==> src/rtl/sipo_stream_pkg.sv <==
// Shared defaults and mode encodings for the coefficient SIPO gatherer.
package sipo_stream_pkg;

   localparam int unsigned SIPO_IWID_DEF  = 12;
   localparam int unsigned SIPO_DEPTH_DEF = 6;
   localparam int unsigned SIPO_OCNT_DEF  = 4;

   typedef enum logic {
      SIPO_SLIDE = 1'b0,
      SIPO_BLOCK = 1'b1
   } sipo_mode_e;

   function automatic int unsigned sipo_cnt_w(input int unsigned depth);
      return $clog2(depth + 1);
   endfunction

endpackage

==> src/rtl/sipo_stream_if.sv <==
// Input/output stream bundle of the SIPO gatherer.
// Handshake: a word moves on a rising clk edge when vld and rdy are both high; vld/data hold until then.
interface sipo_stream_if
   import sipo_stream_pkg::*;
#(
   parameter int IWID = SIPO_IWID_DEF,
   parameter int OCNT = SIPO_OCNT_DEF
);

   logic                 di_vld;
   logic [IWID-1:0]      di;
   logic                 di_rdy;
   logic                 dout_vld;
   logic [IWID*OCNT-1:0] dout;
   logic                 dout_rdy;

   modport master (
      output di_vld, di, dout_rdy,
      input  di_rdy, dout_vld, dout
   );

   modport slave (
      input  di_vld, di, dout_rdy,
      output di_rdy, dout_vld, dout
   );

endinterface

==> src/rtl/sipo_stream_shreg.sv <==
// Enable-driven shift chain; stage 0 takes the new word, all stages exposed flat.
module sipo_shreg #(
   parameter int IWID  = 12,
   parameter int DEPTH = 6
) (
   input  logic                  clk,
   input  logic                  rst,
   input  logic                  clr_i,
   input  logic                  en_i,
   input  logic [IWID-1:0]       d_i,
   output logic [IWID*DEPTH-1:0] stages_o
);

   logic [IWID-1:0] stage_q [DEPTH];
   logic [IWID-1:0] stage_d [DEPTH];

   always_comb begin
      for (int i = 0; i < DEPTH; i++) begin
         stage_d[i] = stage_q[i];
      end
      if (clr_i) begin
         for (int i = 0; i < DEPTH; i++) begin
            stage_d[i] = '0;
         end
      end else if (en_i) begin
         stage_d[0] = d_i;
         for (int i = 1; i < DEPTH; i++) begin
            stage_d[i] = stage_q[i-1];
         end
      end
   end

   always_ff @(posedge clk or negedge rst) begin
      if (!rst) begin
         for (int i = 0; i < DEPTH; i++) begin
            stage_q[i] <= '0;
         end
      end else begin
         for (int i = 0; i < DEPTH; i++) begin
            stage_q[i] <= stage_d[i];
         end
      end
   end

   always_comb begin
      stages_o = '0;
      for (int i = 0; i < DEPTH; i++) begin
         stages_o[i*IWID +: IWID] = stage_q[i];
      end
   end

endmodule

==> src/rtl/sipo_stream.sv <==
// Serial-in/parallel-out coefficient gatherer: sliding or block windows of the oldest OCNT words.
module sipo_stream
   import sipo_stream_pkg::*;
#(
   parameter int IWID  = SIPO_IWID_DEF,
   parameter int DEPTH = SIPO_DEPTH_DEF,
   parameter int OCNT  = SIPO_OCNT_DEF
) (
   input  logic                         clk,
   input  logic                         rst,
   input  logic                         clr,
   input  logic                         mode,
   sipo_stream_if.slave                 bus,
   output logic [$clog2(DEPTH+1)-1:0]   dbg_cnt_o
);

   localparam int CW = sipo_cnt_w(DEPTH);
   localparam logic [CW-1:0] CNT_FULL   = CW'(DEPTH);
   localparam logic [CW-1:0] CNT_REFILL = CW'(DEPTH - OCNT);

   if (DEPTH < 2 || OCNT < 1 || OCNT > DEPTH) begin : g_bad_cfg
      $error("sipo_stream: need DEPTH >= 2 and 1 <= OCNT <= DEPTH");
   end

   logic [CW-1:0]         cnt_q, cnt_d, cnt_inc;
   logic                  vld_q, vld_d;
   logic                  acc;
   logic [IWID*DEPTH-1:0] stages;

   // A stalled output freezes the window so dout stays stable until taken.
   assign bus.di_rdy = !vld_q | bus.dout_rdy;
   assign acc        = bus.di_vld & bus.di_rdy & !clr;
   assign cnt_inc    = (cnt_q == CNT_FULL) ? CNT_FULL : cnt_q + 1'b1;

   always_comb begin
      cnt_d = cnt_q;
      vld_d = vld_q;
      if (vld_q & bus.dout_rdy) begin
         vld_d = 1'b0;
      end
      if (clr) begin
         cnt_d = '0;
         vld_d = 1'b0;
      end else if (acc) begin
         if (cnt_inc == CNT_FULL) begin
            vld_d = 1'b1;
            // Block mode keeps the newest DEPTH-OCNT words as the start of the next group.
            cnt_d = (mode == SIPO_BLOCK) ? CNT_REFILL : CNT_FULL;
         end else begin
            cnt_d = cnt_inc;
         end
      end
   end

   always_ff @(posedge clk or negedge rst) begin
      if (!rst) begin
         cnt_q <= '0;
         vld_q <= 1'b0;
      end else begin
         cnt_q <= cnt_d;
         vld_q <= vld_d;
      end
   end

   sipo_shreg #(
      .IWID  (IWID),
      .DEPTH (DEPTH)
   ) u_shreg (
      .clk      (clk),
      .rst      (rst),
      .clr_i    (clr),
      .en_i     (acc),
      .d_i      (bus.di),
      .stages_o (stages)
   );

   always_comb begin
      bus.dout = '0;
      for (int k = 0; k < OCNT; k++) begin
         bus.dout[k*IWID +: IWID] = stages[(DEPTH-1-k)*IWID +: IWID];
      end
   end

   assign bus.dout_vld = vld_q;
   assign dbg_cnt_o    = cnt_q;

endmodule

==> src/flat_wrapper.sv <==
// flat-port wrapper written by rule: the top's interface ports become plain ports
module sipo_stream_flat import sipo_stream_pkg::*;
#(
   parameter int IWID  = SIPO_IWID_DEF,
   parameter int DEPTH = SIPO_DEPTH_DEF,
   parameter int OCNT  = SIPO_OCNT_DEF
)
  (clk, rst, clr, mode, dbg_cnt_o, bus_di_vld, bus_di, bus_dout_rdy, bus_di_rdy, bus_dout_vld, bus_dout);
  sipo_stream_if #(.IWID(IWID), .OCNT(OCNT)) bus_i ();
  input  logic clk;
  input  logic rst;
  input  logic clr;
  input  logic mode;
  output logic [$clog2(DEPTH+1)-1:0] dbg_cnt_o;
  input wire logic [$bits(bus_i.di_vld)-1:0] bus_di_vld;
  input wire logic [$bits(bus_i.di)-1:0] bus_di;
  input wire logic [$bits(bus_i.dout_rdy)-1:0] bus_dout_rdy;
  output wire logic [$bits(bus_i.di_rdy)-1:0] bus_di_rdy;
  output wire logic [$bits(bus_i.dout_vld)-1:0] bus_dout_vld;
  output wire logic [$bits(bus_i.dout)-1:0] bus_dout;
  assign bus_i.di_vld = bus_di_vld;
  assign bus_i.di = bus_di;
  assign bus_i.dout_rdy = bus_dout_rdy;
  assign bus_di_rdy = bus_i.di_rdy;
  assign bus_dout_vld = bus_i.dout_vld;
  assign bus_dout = bus_i.dout;
  sipo_stream #(.IWID(IWID), .DEPTH(DEPTH), .OCNT(OCNT)) u_core (.clk(clk), .rst(rst), .clr(clr), .mode(mode), .bus(bus_i), .dbg_cnt_o(dbg_cnt_o));
endmodule
==> config.mk <==
export PLATFORM = sky130hd
export DESIGN_NAME = sipo_stream_flat
export DESIGN_NICKNAME = d
export VERILOG_FILES = /design/src/rtl/sipo_stream_pkg.sv /design/src/rtl/sipo_stream_if.sv /design/src/rtl/sipo_stream_shreg.sv /design/src/rtl/sipo_stream.sv /design/src/flat_wrapper.sv
export SDC_FILE = /design/constraint.sdc
export NUM_CORES = 1
export LEC_CHECK = 0
export BUFFER_PORTS_ARGS = -buffer_cell sky130_fd_sc_hd__buf_4
export CORE_UTILIZATION = 35
export CTS_CLUSTER_SIZE = 8
export DETAILED_ROUTE_END_ITERATION = 16
export SYNTH_ARGS = -nofsm -noshare
export SYNTH_HDL_FRONTEND = slang
export SYNTH_SLANG_ARGS = --single-unit
==> constraint.sdc <==
create_clock -name clk -period 1.7 [get_ports clk]
set_clock_uncertainty 0.2 [all_clocks]
set_input_delay 0.17 -clock clk [delete_from_list [all_inputs] [get_ports clk]]
set_output_delay 0.17 -clock clk [all_outputs]
set_load 0.05 [all_outputs]
==> flow_summary.json, run 1 <==
{
  "grt_pass1_wl_um": 9670,
  "n_antenna_cell": 0,
  "post_cts_setup_repair_buffer_count": 0,
  "vias_per_cell": 4.96,
  "design.final.nets": 293,
  "period_minus_slack_ns": 1.63,
  "rr_worst_depth": 5,
  "final_core_util": 0.438,
  "total_switching_power_uw": 876,
  "yosys_warnings": 0,
  "clock_path_buffers": 2,
  "mappedNetlistNets": 252,
  "failed_checks": "DRC",
  "synthesis.instances": 232,
  "areaGrowthSynthToFinish_pct": 20.3,
  "regToRegSetupSlack_ns": 0.12,
  "grt_util_all_layers": 0.128,
  "hold_viol_final": 0,
  "die_height_um": 97.7,
  "crit_chain": "dlygate4sd3_1 -> buf_4 -> nand2b_4 -> a21oi_4 -> buf_12 -> a22o_1",
  "wl_um": 5810,
  "initial_utilization": 0.364,
  "cts.htree.levels": 3,
  "detail_route.drc_violations": 16,
  "endpoint_kind": "flop",
  "boundaryPins": 71,
  "post_place_instance_area_um2": 3460,
  "placeableCoreArea_um2": 8810,
  "swShare": 0.238,
  "cts_tree": "done",
  "postSynthAreaPerCell_um2": 13.8,
  "worstSetupStartpointType": "input port",
  "post_drt_wl_per_cell_um": 15.1,
  "hp-class": "input port to asynchronous set/reset pin",
  "outcome": "finished with violations",
  "max_clock_freq_mhz": 612,
  "numClockSinks": 76,
  "timing.final.max_slew_violations": 0,
  "firstDrtPassIters": 10,
  "cap_viol_max_count": 0,
  "grt_max_degree": 75,
  "unique_cell_type_count_in_the_yosys_netlist": 21,
  "dp_hpwl_um": 3650,
  "finalSetupViolations": 0,
  "placement_rows": 34,
  "rsz0062_at_grt": "false",
  "timing.final.crit_share": 0.961,
  "synth_seq_area_share": 0.593,
  "worstPathRequired_ns": 1.77,
  "clkLatencyLatePin_ns": 0.34,
  "power.static_leakage_nw": 1.95,
  "antenna_found_initial": 0,
  "port_buffers": 70,
  "chipWidth_um": 97.7,
  "fp.dieArea_um2": 9550,
  "number_of_nets_with_antenna_violations_after_detailed_routing": 0,
  "setup_total_negative_slack_ns": 0,
  "crit_type": "input port to flop",
  "pwr-share-comb": 0.080,
  "cts-buffers-inserted": 9,
  "ir_drop_mv": 0.329,
  "clock_power_share": 0.412,
  "grt_pass1_vias": 1808,
  "postSynthRegisterBits": 76,
  "syn_area_um2": 3210,
  "grt_remaining_overflow": 0,
  "cell_at_the_slowest_stage_of_the_critical_path": "sky130_fd_sc_hd__dlygate4sd3_1",
  "drive_gt1_frac": 0.360,
  "power_frac_seq": 0.509,
  "routed-via-count": 1913,
  "gp_congestion": 0.641,
  "power.density_cell_area_nw_per_um2": 953,
  "clk_pin_slew_worst_paths_ns": 0.09,
  "tightestPinTransition_ns": 0.336,
  "timing.critical_path.slowest_cell_delay_ns": 0.54,
  "finish.instance_area_um2": 3860,
  "internal-power_mw": 2.80,
  "max_slew_margin": 0.776,
  "area.sequential_um2": 1910,
  "yosys-top-cells-area": "sky130_fd_sc_hd__dfrtp_1, sky130_fd_sc_hd__a22o_1, sky130_fd_sc_hd__buf_4",
  "netlist.area_leader.share": 0.593,
  "worst-path-max-fanout": 74,
  "first_iteration_detailed_routing_drc_count": 92,
  "multi_input_comb_area_um2": 788,
  "synthDominantAreaCellType": "sky130_fd_sc_hd__dfrtp_1",
  "n_fill_cell": 820,
  "cts.root.buffer_cell": "sky130_fd_sc_hd__clkbuf_8",
  "crit_arrival_ns": 1.71
}
## what timing repair did
action,CTS,global route
hold buffers,17,0
resized for setup,0,0
hold endpoints to repair,90,0
## cell families after synthesis
logic type / share of synthesized area
buf+inv: 0.164
fa+ha+maj: 0.00780
simple gates: 0.0195
compound gates: 0.216
flops: 0.593
## final timing paths
kind,start,endpoint
max reg2reg,u_core.dbg_cnt_o[0],u_core.dbg_cnt_o[2]
min reg2reg,u_core.u_shreg.stages_o[13],u_core.u_shreg.stages_o[25]
min,rst,u_core.u_shreg.stages_o[40]
max,bus_dout_rdy,u_core.u_shreg.stages_o[54]
min in group clk,u_core.u_shreg.stages_o[13],u_core.u_shreg.stages_o[25]
max in group asynchronous,rst,u_core.dbg_cnt_o[0]
## cells in the mapped netlist
master                      number
sky130_fd_sc_hd__dfrtp_1        76
sky130_fd_sc_hd__a41o_1          1
sky130_fd_sc_hd__and3b_4         1
sky130_fd_sc_hd__buf_4          49
sky130_fd_sc_hd__nor2_1          1
sky130_fd_sc_hd__and2_1          1
sky130_fd_sc_hd__nand3b_1        1
sky130_fd_sc_hd__a211oi_1        1
sky130_fd_sc_hd__o21ai_0         1
sky130_fd_sc_hd__or2_2           1
sky130_fd_sc_hd__a22o_1         74
sky130_fd_sc_hd__buf_2           3
sky130_fd_sc_hd__nand2b_4        1
sky130_fd_sc_hd__inv_1           2
sky130_fd_sc_hd__nor2b_1         1
sky130_fd_sc_hd__o2111ai_1       1
sky130_fd_sc_hd__a21oi_1         1
sky130_fd_sc_hd__nand2b_1        1
sky130_fd_sc_hd__buf_6          12
sky130_fd_sc_hd__a21oi_2         1
sky130_fd_sc_hd__ha_1            2
## stage by stage
step | setup slack (ns) | hold slack, ns | cells | power, mW
2_1_floorplan | 0.00211 | -0.326 | 232 | 2.07
3_3_place_gp | 0.170 | -0.0973 | 353 | 2.17
3_5_place_dp | 0.151 | -0.0954 | 353 | 2.17
4_1_cts | 0.0893 | 0.0616 | 386 | 3.74
5_1_grt | 0.00866 | 0.0935 | 386 | 3.84
6_report | 0.0667 | 0.0721 | 386 | 3.68
## layout by cell type (no fill, tap or decap), drive strengths merged, types with 2 or more instances in the layout
master	Yosys	layout
buf	64	77
dfrtp	76	76
a22o	74	74
dlygate4sd3	0	17
clkbuf	0	9
clkinv	0	3
inv	2	2
ha	2	2
clkinvlp	0	2
bufinv	0	2
nand2b	2	2
a21oi	2	2
## area by class of cell
type	count	share of cell area
clock inverter	7	0.0263
sequential	76	0.494
multi-input combinational	90	0.204
timing repair buffer	94	0.207
tap	108	0.0350
clock buffer	9	0.0321
inverter	2	0.00194
## registers in the layout, summed over array words and instances (netlist names)
signal                   cells
u_core.bus.dout_vld          1
u_core.dbg_cnt_o             3
u_core.u_shreg.stages_o     72
## worst max-delay path, delay by kind of cell
| family | cells | cell delay (ns) |
|---|---|---|
| AO/OA/AOI/OAI | 2 | 0.37 |
| buffers and inverters | 3 | 0.98 |
| AND/OR/NAND/NOR | 1 | 0.16 |
## per-layer routing
layer / vias to the layer above / routed length [µm] / part of all wire / global-route usage
met5: - / 0 / 0 / 0
met4: 0 / 63 / 0.011 / 0.0594
met3: 7 / 345 / 0.059 / 0.0358
met2: 64 / 2470 / 0.42 / 0.165
met1: 948 / 2940 / 0.51 / 0.195
li1: 894 / - / - / -
## power groups by stage
| stage | logic [mW] | clock network, mW | registers [mW] |
|---|---|---|---|
| floorplan | 0.158 | 0 | 1.91 |
| global placement | 0.264 | 0 | 1.90 |
| detailed placement | 0.268 | 0 | 1.91 |
| CTS | 0.299 | 1.57 | 1.87 |
| global route | 0.321 | 1.64 | 1.88 |
| finish | 0.293 | 1.51 | 1.87 |
No activity file was read; power rests on OpenSTA's default activity.
==> inputs of run 2 (changes only) <==
Settings changed: CORE_MARGIN from default to 2.
==> flow_summary.json, run 2 (synthesis results as in run 1) <==
{
  "n_fill_cell": 817,
  "detail_route.drc_violations": 0,
  "initial_utilization": 0.364,
  "multi_input_comb_area_um2": 788,
  "grt_max_degree": 41,
  "vias_per_cell": 4.92,
  "finalSetupViolations": 0,
  "areaGrowthSynthToFinish_pct": 21.1,
  "endpoint_kind": "flop",
  "number_of_nets_with_antenna_violations_after_detailed_routing": 0,
  "cts_tree": "done",
  "crit_start": "u_core.dbg_cnt_o[0]",
  "port_buffers": 70,
  "dp_hpwl_um": 3960,
  "power.density_cell_area_nw_per_um2": 964,
  "first_iteration_detailed_routing_drc_count": 58,
  "area.sequential_um2": 1910,
  "total_switching_power_uw": 830,
  "firstDrtPassIters": 4,
  "chipWidth_um": 99.7,
  "design.final.nets": 292,
  "hold_start": "mode",
  "timing.final.max_slew_violations": 0,
  "setup_total_negative_slack_ns": 0,
  "hp-class": "input port to flop",
  "crit_buf_inv": 1,
  "ir_drop_mv": 0.358,
  "clock_power_share": 0.420,
  "power_frac_seq": 0.499,
  "flip_flop_count_of_the_largest_register_all_copies_and_words_added": 72,
  "gp_congestion": 0.707,
  "cts.root.buffer_cell": "sky130_fd_sc_hd__clkbuf_8",
  "crit_type": "flop to flop",
  "fp.dieArea_um2": 9950,
  "crit_arrival_ns": 1.65,
  "hold_viol_final": 0,
  "cts-buffers-inserted": 9,
  "cell_at_the_slowest_stage_of_the_critical_path": "sky130_fd_sc_hd__dfrtp_2",
  "boundaryPins": 71,
  "placeableCoreArea_um2": 8810,
  "power.static_leakage_nw": 1.97,
  "pwr-share-comb": 0.081,
  "drive_gt1_frac": 0.361,
  "wl_um": 6040,
  "swShare": 0.222,
  "internal-power_mw": 2.92,
  "layout.cells.most_common_list": "sky130_fd_sc_hd__a22o_1, sky130_fd_sc_hd__dfrtp_1, sky130_fd_sc_hd__buf_4, sky130_fd_sc_hd__dlygate4sd3_1, sky130_fd_sc_hd__clkbuf_8",
  "worstPathRequired_ns": 1.73,
  "timing.final.crit_share": 0.952,
  "outcome": "finished, final reports clean",
  "worstSetupStartpointType": "flop",
  "placement_rows": 34,
  "post_drt_wl_per_cell_um": 15.7,
  "cts_resized": 0,
  "die_height_um": 99.7,
  "final_core_util": 0.441,
  "layout.cells.most_common": "sky130_fd_sc_hd__a22o_1",
  "fin_hold_ws_ns": 0.0260,
  "grt_util_all_layers": 0.129,
  "grt_pass1_vias": 1972,
  "crit_chain": "inv_1 -> ha_1 -> nor2b_1 -> o21ai_0 -> a41o_1",
  "grt_pass1_wl_um": 10100,
  "clk_pin_slew_worst_paths_ns": 0.07,
  "worst-path-max-fanout": 6,
  "critical-path-top-delay-family": "flip-flops",
  "n_antenna_cell": 0,
  "max_slew_margin": 0.694,
  "clock_path_buffers": 2,
  "tightestPinTransition_ns": 0.460,
  "cts.htree.levels": 3,
  "period_minus_slack_ns": 1.62,
  "clkLatencyLatePin_ns": 0.34,
  "cap_viol_max_count": 0,
  "launch_point_of_the_worst_reg_to_reg_path": "u_core.dbg_cnt_o[0]",
  "max_clock_freq_mhz": 618,
  "numClockSinks": 76,
  "timing.critical_path.slowest_cell_delay_ns": 0.41,
  "rsz0062_at_grt": "false",
  "antenna_found_initial": 0,
  "grt_remaining_overflow": 0,
  "routed-via-count": 1896
}
run 2: changes by cell type in the layout (fill, tap and decap cells not counted):
cell                            delta
sky130_fd_sc_hd__buf_4             -2
sky130_fd_sc_hd__clkinv_2          +2
sky130_fd_sc_hd__clkinvlp_4        -2
sky130_fd_sc_hd__dlygate4sd3_1     -1
sky130_fd_sc_hd__clkbuf_8          +3
sky130_fd_sc_hd__clkinv_4          -3
sky130_fd_sc_hd__buf_12            +2
run 2: metrics by stage:
| stage | area, µm² | setup WS [ns] | cells | power (mW) |
|---|---|---|---|---|
| after floorplan | 3210 | 0.00211 | 232 | 2.07 |
| after global placement | 3490 | 0.213 | 353 | 2.18 |
| after detailed placement | 3490 | 0.0952 | 353 | 2.18 |
| after CTS | 3880 | 0.0787 | 385 | 3.81 |
| after global routing | 3880 | 0.00744 | 385 | 3.90 |
| final | 3880 | 0.0809 | 385 | 3.75 |
run 2: cell type report:
cell class	instances	area share
clock buffers	12	0.0425
well taps	108	0.0348
multi-input cells	90	0.203
repair buffers	93	0.209
inverters	2	0.00193
flip-flops and latches	76	0.490
clock inverters	4	0.0180
run 2: worst paths after layout:
path	endpoint	slack, ns	depth (start not counted)
setup reg to reg	u_core.dbg_cnt_o[2]	0.08	5
min in group asynchronous	u_core.u_shreg.stages_o[69]	0.12	2
hold reg to reg	u_core.u_shreg.stages_o[30]	0.30	1
hold / removal	u_core.dbg_cnt_o[2]	0.03	3
setup / recovery	u_core.dbg_cnt_o[2]	0.08	5
max in group asynchronous	u_core.u_shreg.stages_o[66]	0.61	3
run 2: timing repair:
action,4_1_cts,5_1_grt
setup buffers,0,0
hold buffers,16,0
endpoints found under the hold margin,89,0
run 2: power groups by stage:
stage	clock [mW]	combinational [mW]	sequential, mW
floorplan	0	0.158	1.91
global placement	0	0.271	1.90
detailed placement	0	0.278	1.91
CTS	1.63	0.307	1.87
global route	1.69	0.330	1.88
finish	1.57	0.302	1.87
run 2: tightest hold or removal path: cells and delay by family:
kind / cells / cell delay [ns]
buffers and inverters: 1 / 0.11
AO/OA/AOI/OAI: 2 / 0.25
run 2: routing by layer:
metal | GRT usage | vias to the layer above | part of all wire
met5 | 0 | - | 0
met4 | 0.0632 | 0 | 0.018
met3 | 0.0309 | 8 | 0.059
met2 | 0.183 | 63 | 0.41
met1 | 0.185 | 936 | 0.51
li1 | - | 889 | -
